## src/rtl/sdi_source_scheduler_pkg.sv

```systemverilog
// Shared constants for the HD-SDI source scheduler: FSM encoding, blanking levels
// and the 75% BT.709 10-bit colour-bar table.
package sdi_pkg;

   localparam logic [1:0] ST_IDLE = 2'd0;
   localparam logic [1:0] ST_ARM  = 2'd1;
   localparam logic [1:0] ST_RUN  = 2'd2;
   localparam logic [1:0] ST_STOP = 2'd3;

   localparam logic [9:0] BLANK_Y = 10'h040;
   localparam logic [9:0] BLANK_C = 10'h200;

   typedef struct packed {
      logic [9:0] y;
      logic [9:0] cb;
      logic [9:0] cr;
   } bar_t;

   function automatic bar_t bar_lookup(input logic [2:0] idx);
      bar_t b;
      case (idx)
         3'd0:    b = '{y: 10'd721, cb: 10'd512, cr: 10'd512};
         3'd1:    b = '{y: 10'd674, cb: 10'd176, cr: 10'd543};
         3'd2:    b = '{y: 10'd581, cb: 10'd589, cr: 10'd176};
         3'd3:    b = '{y: 10'd534, cb: 10'd253, cr: 10'd207};
         3'd4:    b = '{y: 10'd251, cb: 10'd771, cr: 10'd817};
         3'd5:    b = '{y: 10'd204, cb: 10'd435, cr: 10'd848};
         3'd6:    b = '{y: 10'd111, cb: 10'd848, cr: 10'd481};
         default: b = '{y: 10'd64,  cb: 10'd512, cr: 10'd512};
      endcase
      return b;
   endfunction

endpackage

```

## src/rtl/sdi_source_scheduler_colorbar.sv

```systemverilog
// 8-bar pattern source: pixel counter restarted by each active run, plus table lookup.
module sdi_colorbar_gen
   import sdi_pkg::*;
#(
   parameter int H_ACTIVE  = 1920,
   parameter int BAR_WIDTH = 240
) (
   input  logic       clk_i,
   input  logic       rst_i,
   input  logic       i_DATA_RQ,
   output logic [9:0] Y_o,
   output logic [9:0] C_o
);

   localparam int X_W = $clog2(H_ACTIVE + 1);
   localparam logic [X_W-1:0] X_ONE = X_W'(1);

   logic [X_W-1:0] x_q, x_d;
   logic [2:0]     idx;
   int             idx_int;
   bar_t           bar;

   always_comb begin
      x_d     = i_DATA_RQ ? x_q + X_ONE : '0;
      idx_int = int'(x_q) / BAR_WIDTH;
      idx     = (idx_int > 7) ? 3'd7 : 3'(idx_int);
      bar     = bar_lookup(idx);
      Y_o     = bar.y;
      // 4:2:2 interleave: even pixels carry Cb, odd pixels Cr
      C_o     = x_q[0] ? bar.cr : bar.cb;
   end

   always_ff @(posedge clk_i or posedge rst_i) begin
      if (rst_i) x_q <= '0;
      else       x_q <= x_d;
   end

endmodule

```

## src/rtl/sdi_source_scheduler.sv

```systemverilog
// Drives the 1080p30 SDI generator: run/stop FSM, per-frame live/bars source choice,
// underflow black-fill and forced fallback to bars after repeated underflow.
module sdi_source_scheduler
   import sdi_pkg::*;
#(
   parameter int H_ACTIVE    = 1920,
   parameter int BAR_WIDTH   = 240,
   parameter int UF_LIMIT    = 3,
   parameter int ARM_TIMEOUT = 2500000
) (
   input  logic       i_CLK_74m25,
   input  logic       i_RST,
   input  logic       i_START,
   input  logic       i_SRC_SEL,
   input  logic       i_CLR,
   input  logic       i_DATA_RQ,
   input  logic       i_VSYNC,
   input  logic       i_fifo_empty,
   input  logic [9:0] i_fifo_Y,
   input  logic [9:0] i_fifo_C,
   output logic       o_fifo_rd,
   output logic       GEN_EN_o,
   output logic [9:0] Y_o,
   output logic [9:0] C_o,
   output logic       SRC_ACTIVE_o,
   output logic       UNDERFLOW_o,
   output logic       ERR_o,
   output logic [1:0] STATE_o
);

   localparam logic [21:0] ARM_LAST = 22'(ARM_TIMEOUT - 1);
   localparam logic [1:0]  UF_LIM   = 2'(UF_LIMIT);

   logic [1:0]  state_q, state_d;
   logic [21:0] arm_cnt_q, arm_cnt_d;
   logic [1:0]  uf_cnt_q, uf_cnt_d, uf_next;
   logic        vsync_q;
   logic        src_q, src_d, force_q, force_d, fuf_q, fuf_d;
   logic        ufl_q, ufl_d, err_q, err_d;
   logic        frame_start, frame_end, live, uf_now;
   logic [9:0]  bar_y, bar_c;

   sdi_colorbar_gen #(.H_ACTIVE(H_ACTIVE), .BAR_WIDTH(BAR_WIDTH)) u_bars (
      .clk_i     (i_CLK_74m25),
      .rst_i     (i_RST),
      .i_DATA_RQ (i_DATA_RQ),
      .Y_o       (bar_y),
      .C_o       (bar_c)
   );

   assign frame_start = vsync_q & ~i_VSYNC;
   assign frame_end   = ~vsync_q & i_VSYNC;
   // live data only flows while the generator is actually running a frame
   assign live        = src_q & (state_q == ST_RUN || state_q == ST_STOP);
   assign uf_now      = i_DATA_RQ & live & i_fifo_empty;

   assign o_fifo_rd    = i_DATA_RQ & live & ~i_fifo_empty;
   assign GEN_EN_o     = (state_q != ST_IDLE);
   assign SRC_ACTIVE_o = src_q;
   assign UNDERFLOW_o  = ufl_q;
   assign ERR_o        = err_q;
   assign STATE_o      = state_q;

   always_comb begin
      Y_o = BLANK_Y;
      C_o = BLANK_C;
      if (i_DATA_RQ && state_q != ST_IDLE) begin
         if (live) begin
            if (!i_fifo_empty) begin
               Y_o = i_fifo_Y;
               C_o = i_fifo_C;
            end
         end else begin
            Y_o = bar_y;
            C_o = bar_c;
         end
      end
   end

   always_comb begin
      state_d   = state_q;
      arm_cnt_d = arm_cnt_q;
      err_d     = err_q & ~i_CLR;
      ufl_d     = (ufl_q & ~i_CLR) | uf_now;
      force_d   = force_q & ~i_CLR;
      uf_cnt_d  = i_CLR ? 2'd0 : uf_cnt_q;
      uf_next   = uf_cnt_q;
      src_d     = frame_start ? (i_SRC_SEL & ~force_q) : src_q;
      fuf_d     = (frame_start ? 1'b0 : fuf_q) | uf_now;

      case (state_q)
         ST_IDLE: if (i_START) begin
            state_d   = ST_ARM;
            arm_cnt_d = '0;
         end
         ST_ARM: begin
            arm_cnt_d = arm_cnt_q + 22'd1;
            if (!i_START)                  state_d = ST_IDLE;
            else if (frame_start)          state_d = ST_RUN;
            else if (arm_cnt_q == ARM_LAST) begin
               state_d = ST_IDLE;
               err_d   = 1'b1;
            end
         end
         ST_RUN:  if (!i_START) state_d = ST_STOP;
         default: begin
            if (frame_end)    state_d = ST_IDLE;
            else if (i_START) state_d = ST_RUN;
         end
      endcase

      // a frame-end verdict overrides a same-cycle clear
      if (frame_end && live) begin
         if (fuf_q) uf_next = (uf_cnt_q == 2'd3) ? 2'd3 : uf_cnt_q + 2'd1;
         else       uf_next = 2'd0;
         uf_cnt_d = uf_next;
         if (uf_next >= UF_LIM) force_d = 1'b1;
      end
   end

   always_ff @(posedge i_CLK_74m25 or posedge i_RST) begin
      if (i_RST) begin
         state_q   <= ST_IDLE;
         arm_cnt_q <= '0;
         uf_cnt_q  <= '0;
         vsync_q   <= 1'b0;
         src_q     <= 1'b0;
         force_q   <= 1'b0;
         fuf_q     <= 1'b0;
         ufl_q     <= 1'b0;
         err_q     <= 1'b0;
      end else begin
         state_q   <= state_d;
         arm_cnt_q <= arm_cnt_d;
         uf_cnt_q  <= uf_cnt_d;
         vsync_q   <= i_VSYNC;
         src_q     <= src_d;
         force_q   <= force_d;
         fuf_q     <= fuf_d;
         ufl_q     <= ufl_d;
         err_q     <= err_d;
      end
   end

endmodule

```

## config.mk

```make
export PLATFORM = sky130hd
export DESIGN_NAME = sdi_source_scheduler
export DESIGN_NICKNAME = d
export VERILOG_FILES = /design/src/rtl/sdi_source_scheduler_pkg.sv /design/src/rtl/sdi_source_scheduler_colorbar.sv /design/src/rtl/sdi_source_scheduler.sv
export SDC_FILE = /design/constraint.sdc
export NUM_CORES = 1
export LEC_CHECK = 0
export BUFFER_PORTS_ARGS = -buffer_cell sky130_fd_sc_hd__buf_4
export CAP_MARGIN = 5
export CELL_PAD_IN_SITES_DETAIL_PLACEMENT = 1
export CELL_PAD_IN_SITES_GLOBAL_PLACEMENT = 1
export CORE_ASPECT_RATIO = 2
export CORE_MARGIN = 1
export CORE_UTILIZATION = 40
export DETAILED_ROUTE_END_ITERATION = 16
export PLACE_DENSITY = 0.73
export SYNTH_ARGS = -nofsm -noshare
export SYNTH_HDL_FRONTEND = slang
export SYNTH_HIERARCHICAL = 1
export SYNTH_SLANG_ARGS = --single-unit
export TNS_END_PERCENT = 30
```

## constraint.sdc

```tcl
create_clock -name i_CLK_74m25 -period 2.9 [get_ports i_CLK_74m25]
set_input_delay 0.29 -clock i_CLK_74m25 [delete_from_list [all_inputs] [get_ports i_CLK_74m25]]
set_output_delay 0.29 -clock i_CLK_74m25 [all_outputs]
set_load 0.005 [all_outputs]
```

---- Word-level counts from Yosys, hierarchy flattened ----
Cells that the tools add are included.
word-level totals
  bits in registers ....................... 43
  input port bits ......................... 28
  output and inout port bits .............. 27
  word-level logic and storage cells ...... 90
operators by class
  add/subtract/negate cells ............... 3
  divide/modulo/power cells ............... 1
  magnitude comparators ................... 2
  equal/unequal tests ..................... 14
  muxes and demuxes ....................... 32
  bitwise logic cells ..................... 17
  reductions and logical operators ........ 11
operators with widths
  cell                     number
  $pmux W30 S7             1
  $mux W10                 7
  $pmux W22 S2             1
  $div A12 B9 Y32 const B  1
  $gt A32 B4 Y1 const B    1
  $mux W2                  12
  $add A22 B1 Y22 const B  1
  $eq A22 B22 Y1 const B   1
  $mux W22                 1
  $add A11 B1 Y11 const B  1
  $mux W11                 1
  $and A1 B1 Y1            10
  $eq A3 B3 Y1 const B     3
  $mux W1                  7
  $eq A2 B2 Y1 const B     3
  $eq A3 B2 Y1 const B     2
  $pmux W2 S3              1
  $reduce_bool A2 Y1       3
  $not A1 Y1               5
  $ne A2 B2 Y1 const B     2
  $ne A4 B4 Y1 const B     1
  $reduce_and A4 Y1        1
  $reduce_bool A4 Y1       1
  $eq A3 B1 Y1 const B     1
  10 further kinds         12

---- Logic depth before layout (Yosys ltp) ----
  depth in word-level cells ............... 8
  mapped depth ............................ 12

---- Cells and area by module ----
Netlist, hierarchy kept.
by module, submodules not included
  module                instances  cells each  area an instance (sq um)  seq. area each (sq um)
  sdi_source_scheduler  1          258         2088.3                    800.8
  sdi_colorbar_gen      1          131         1142.3                    275.3

---- Worst setup path before layout ----
OpenSTA, ideal clock, no wires.
  path type ............................... register -> output
  start ................................... register u_bars.x_q[8]
  end ..................................... output port C_o[4]
  data arrival time ....................... 2.340 ns
  setup slack ............................. 0.270 ns
  stages on the path, launching flop included .. 12
  path buffers ............................ 1
  path through ............................ dfrtp_1 -> buf_2 -> and3_1 -> ha_1 -> inv_1 -> and4_1 -> a2111oi_4 -> nor3_4 -> a2111oi_1 -> a31oi_1 -> a21oi_1 -> nor2_1
on the way
  word-level cells in the longest chain between the ends .. 8
  elaborated cells between the ends (all ways) .. 14
  those cells by class .................... div: 1; order compare: 1; eq/ne: 6; mux: 5; reduce/logical: 1
ends and longest elaborated chain
  element                                     line                                 source
  start: declaration                          sdi_source_scheduler_colorbar.sv:18  logic [X_W-1:0] x_q, x_d;
  start signal: assignment                    sdi_source_scheduler_colorbar.sv:34  if (rst_i) x_q <= '0;
  start signal: assignment                    sdi_source_scheduler_colorbar.sv:35  else x_q <= x_d;
  $div A12 B9 Y32 *                           sdi_source_scheduler_colorbar.sv:25  idx_int = int'(x_q) / BAR_WIDTH;
  $gt A32 B4 Y1                               sdi_source_scheduler_colorbar.sv:26  idx = (idx_int > 7) ? 3'd7 : 3'(idx_int);
  $mux W3 *                                   sdi_source_scheduler_colorbar.sv:26
  $eq A3 B3 Y1, or another cell as far along  sdi_source_scheduler_pkg.sv:21       case (idx)
  $pmux W30 S7 *                              sdi_source_scheduler_pkg.sv:21
  $mux W10 *                                  sdi_source_scheduler_colorbar.sv:30  C_o = x_q[0] ? bar.cr : bar.cb;
  via bar_c[4]                                sdi_source_scheduler.sv:41           logic [9:0] bar_y, bar_c;
  $mux W10 *                                  sdi_source_scheduler.sv:68           if (live) begin
  $mux W10 *                                  sdi_source_scheduler.sv:67           if (i_DATA_RQ && state_q != ST_IDLE) begin
  end: declaration                            sdi_source_scheduler.sv:24           output logic [9:0] C_o,
The timed path passes the listed nets; every way through them passes the cells marked *.

---- Worst setup path after layout ----
  start ................................... register u_bars.x_q[7]
  end ..................................... output port C_o[4]
Same word-level chain as after synthesis.

==> flow_summary.json <==
{
  "status": "finished with violations",
  "violations": "setup timing",
  "ys_seq_area_share_pct": 33.31,
  "synth_seq_cells": 43,
  "synth_warnings": 6,
  "clock_skew_ns": 0.003625,
  "worst_slew_pin_slew_ns": 0.6527,
  "syn_inst": 389,
  "slew_viol_final": 0,
  "initial_core_util_pct": 40.97,
  "grt_pass1_wl_um": 15800,
  "cts_buffers": 5,
  "max_stage_delay_ns": 0.39,
  "pwr_density_cell_nw_per_um2": 492.9,
  "grt_usage_pct": 24.53,
  "htreeDepth": 2,
  "synth_edf_count": 0,
  "synth.distinct_cells": 62,
  "timing.fmax_mhz": 326.6,
  "ff2ff_path_depth": 7,
  "cap_violations": 0,
  "ir_worst_vdd_uv": 547.8,
  "slew_headroom_pct": 56.38,
  "hold_path.class": "in2async",
  "hold_viol_final": 0,
  "clock_path_buffers": 2,
  "ant_nets": 0,
  "rsz0062_at_grt": "true",
  "drt_iter0_markers": 113,
  "grt_max_degree": 40,
  "die_w_um": 65.55,
  "finalInstanceArea_um2": 4302,
  "antennaDiodeCount": 0,
  "gp_congestion": 0.8376,
  "wl_per_cell_um": 17.97,
  "routed_wirelength_um": 10080,
  "ctsHoldBuffers": 0,
  "vias_per_cell": 5.626,
  "cp.arrival_ns": 2.77,
  "die-area_um2": 8462,
  "leakage_nw": 1.862,
  "clk_pin_slew_ns": 0.06,
  "cp_max_fo": 5,
  "syn_to_final_growth_pct": 33.15,
  "vias": 3156,
  "dpl-instance-area_um2": 3784,
  "synth_ff_type": "dfrtp_1",
  "pre_cts_ws_ns": 0.09675,
  "die_h_um": 129.1,
  "num-nets-final": 500,
  "hpwlAfterDp_um": 7460,
  "ios": 55,
  "slowest_stage": "dfrtp_1",
  "first_pass_iters": 4,
  "antenna_found_initial": 0,
  "cts.sink_count": 43,
  "cp_cell_sequence": "and3_4, ha_4, inv_4, and4_4, a2111oi_4, buf_4, nor3_4, buf_12, a2111oi_4, a31oi_1, a21oi_1, nor2_1, buf_4",
  "layout_setup_ws_ns": -0.1616,
  "core_area_um2": 7885,
  "end_kind": "output pin",
  "synth_area_um2": 3231,
  "startpoint": "u_bars/x_q[7]",
  "grt_pass1_vias": 3294,
  "drive_above_1_share_pct": 30.97,
  "worstSetupPathType": "reg2out",
  "clk_latency_ns": 0.28,
  "num_rows": 46,
  "min_period_over_period_pct": 105.6,
  "grt_remaining_overflow": 0,
  "critPathLaunchType": "flip-flop",
  "final-setup-viol-count": 11,
  "cts_root_buffer": "clkbuf_16",
  "period_needed_ns": 3.062,
  "cp.required_ns": 2.61,
  "cts_tree": "yes",
  "p_total_mw": 2.120,
  "async_reset_ff_share_pct": 100.0,
  "r2r-start": "STATE_o[0]",
  "syn_nets": 425,
  "syn_avg_cell_area_um2": 8.305,
  "io_buffer_count": 54,
  "drc": 0
}
## repair_timing
action / CTS / global route
pin swaps: 16 / 13
buffers inserted: 10 / 8
endpoints found under the setup margin: 14 / 15
resized for setup: 19 / 27
endpoints found under the hold margin: 0 / 0
## stage by stage
step / TNS (ns) / util (%) / hold slack, ns / std cells
after floorplan: 0 / - / 0.1424 / 389
after CTS: -0.4320 / 52.21 / 0.02268 / 553
after global routing: -2.147 / 54.55 / 0.05086 / 561
final: -0.9430 / 54.55 / 0.01315 / 561
after detailed placement: 0 / 47.98 / 0.3280 / 536
after global placement: 0 / 47.98 / 0.3220 / 536
## power by group
group / switching, mW / leakage [nW] / internal [mW]
Sequential: 0.0631 / 0.586 / 0.648
Clock: 0.226 / 0.0868 / 0.428
Combinational: 0.434 / 1.19 / 0.322
## placed cells by master, fill, tap and decap left out, types with 3 or more instances in the layout
master and n:
o21a_1 4, xnor2_1 17, and2_1 7, nor2_1 42, o21ai_0 19, nand4_1 5, or3_1 9, nand2_1 22
ha_1 7, inv_1 17, nor2_2 3, and3_1 5, nor2b_1 4, nor2_4 5, nor4_1 3, nand3_1 15
a21boi_0 4, dfrtp_1 42, a21oi_1 27, buf_6 12, a21oi_2 4, a22o_1 3, nor3_1 13, nand2b_1 6
a21o_1 4, o31ai_1 4, mux2i_1 4, nor3b_1 18, clkbuf_16 5, buf_4 81, o21bai_1 3
## area by class of cell
class | instances | area, um2
Multi-Input combinational cell | 301 | 2093
Clock buffer | 6 | 138.9
Fill cell | 937 | 3583
Tap cell | 96 | 120.1
Timing Repair Buffer | 94 | 763.2
Sequential cell | 43 | 1077
Clock inverter | 2 | 35.03
Inverter | 19 | 73.82
## cells by family after synthesis
logic type | after synthesis | share of synthesized area (%)
and+or+nand+nor | 171 | 29.01
DFF | 43 | 33.31
xor gates and xnor gates | 20 | 5.422
muxes | 7 | 2.634
AOI/OAI and AO/OA | 94 | 19.60
buffers and inverters | 45 | 6.816
other | 1 | 0.1161
adders and majority gates | 8 | 3.098
## registers in the layout, summed over array words and instances (netlist names)
signal / cells
force_q: 1
u_bars/x_q: 11
UNDERFLOW_o: 1
SRC_ACTIVE_o: 1
uf_cnt_q: 2
vsync_q: 1
arm_cnt_q: 22
ERR_o: 1
fuf_q: 1
STATE_o: 2
## worst paths after layout
path                                       to  slack (ns)
max in group asynchronous          STATE_o[0]        2.48
min in group i_CLK_74m25              vsync_q        0.14
worst max-delay path                   C_o[4]       -0.16
worst max register to register  arm_cnt_q[16]        0.49
worst min register to register    uf_cnt_q[0]        0.52
worst min-delay path            u_bars/x_q[3]        0.01
## worst max-delay path: cells and delay by family (launching register included)
kind	cells	cell delay (ns)
DFF	1	0.39
adders and majority gates	1	0.27
AOI/OAI and AO/OA	4	0.85
buffers and inverters	4	0.51
and+or+nand+nor	4	0.46
## cell usage after synthesis (all sizes together) (2+ instances only)
cell type | number | area, um2
nand2b | 6 | 37.54
inv | 19 | 71.31
o21ai | 22 | 110.1
a22o | 3 | 26.28
mux2 | 2 | 22.52
o31ai | 4 | 30.03
nor4 | 5 | 43.79
a211o | 2 | 18.77
nand2 | 23 | 86.33
and3 | 6 | 37.54
xnor2 | 18 | 157.7
a21oi | 31 | 155.2
clkbuf | 13 | 50.04
and4 | 3 | 26.28
a21o | 4 | 30.03
a31oi | 2 | 12.51
or3 | 9 | 56.30
o21bai | 3 | 22.52
buf | 13 | 98.84
a22oi | 2 | 15.01
nand3 | 16 | 80.08
mux2i | 5 | 62.56
o21a | 4 | 30.03
a21boi | 4 | 30.03
a32o | 2 | 20.02
nor3 | 15 | 91.34
nand4 | 6 | 43.79
xor2 | 2 | 17.52
ha | 8 | 100.1
nor3b | 18 | 135.1
a2111oi | 2 | 37.54
nor2b | 4 | 25.02
and2 | 7 | 43.79
dfrtp | 43 | 1076
nor2 | 50 | 207.7
## metal layers
layer / GRT usage (%) / part of all wire, % / vias to the layer above
li1: - / - / 1515
met1: 22.65 / 33 / 1562
met2: 49.67 / 62 / 56
met3: 2.553 / 1.9 / 23
met4: 12.79 / 3.4 / 0
met5: 0 / 0 / -
(Power assumes the default switching activity.)
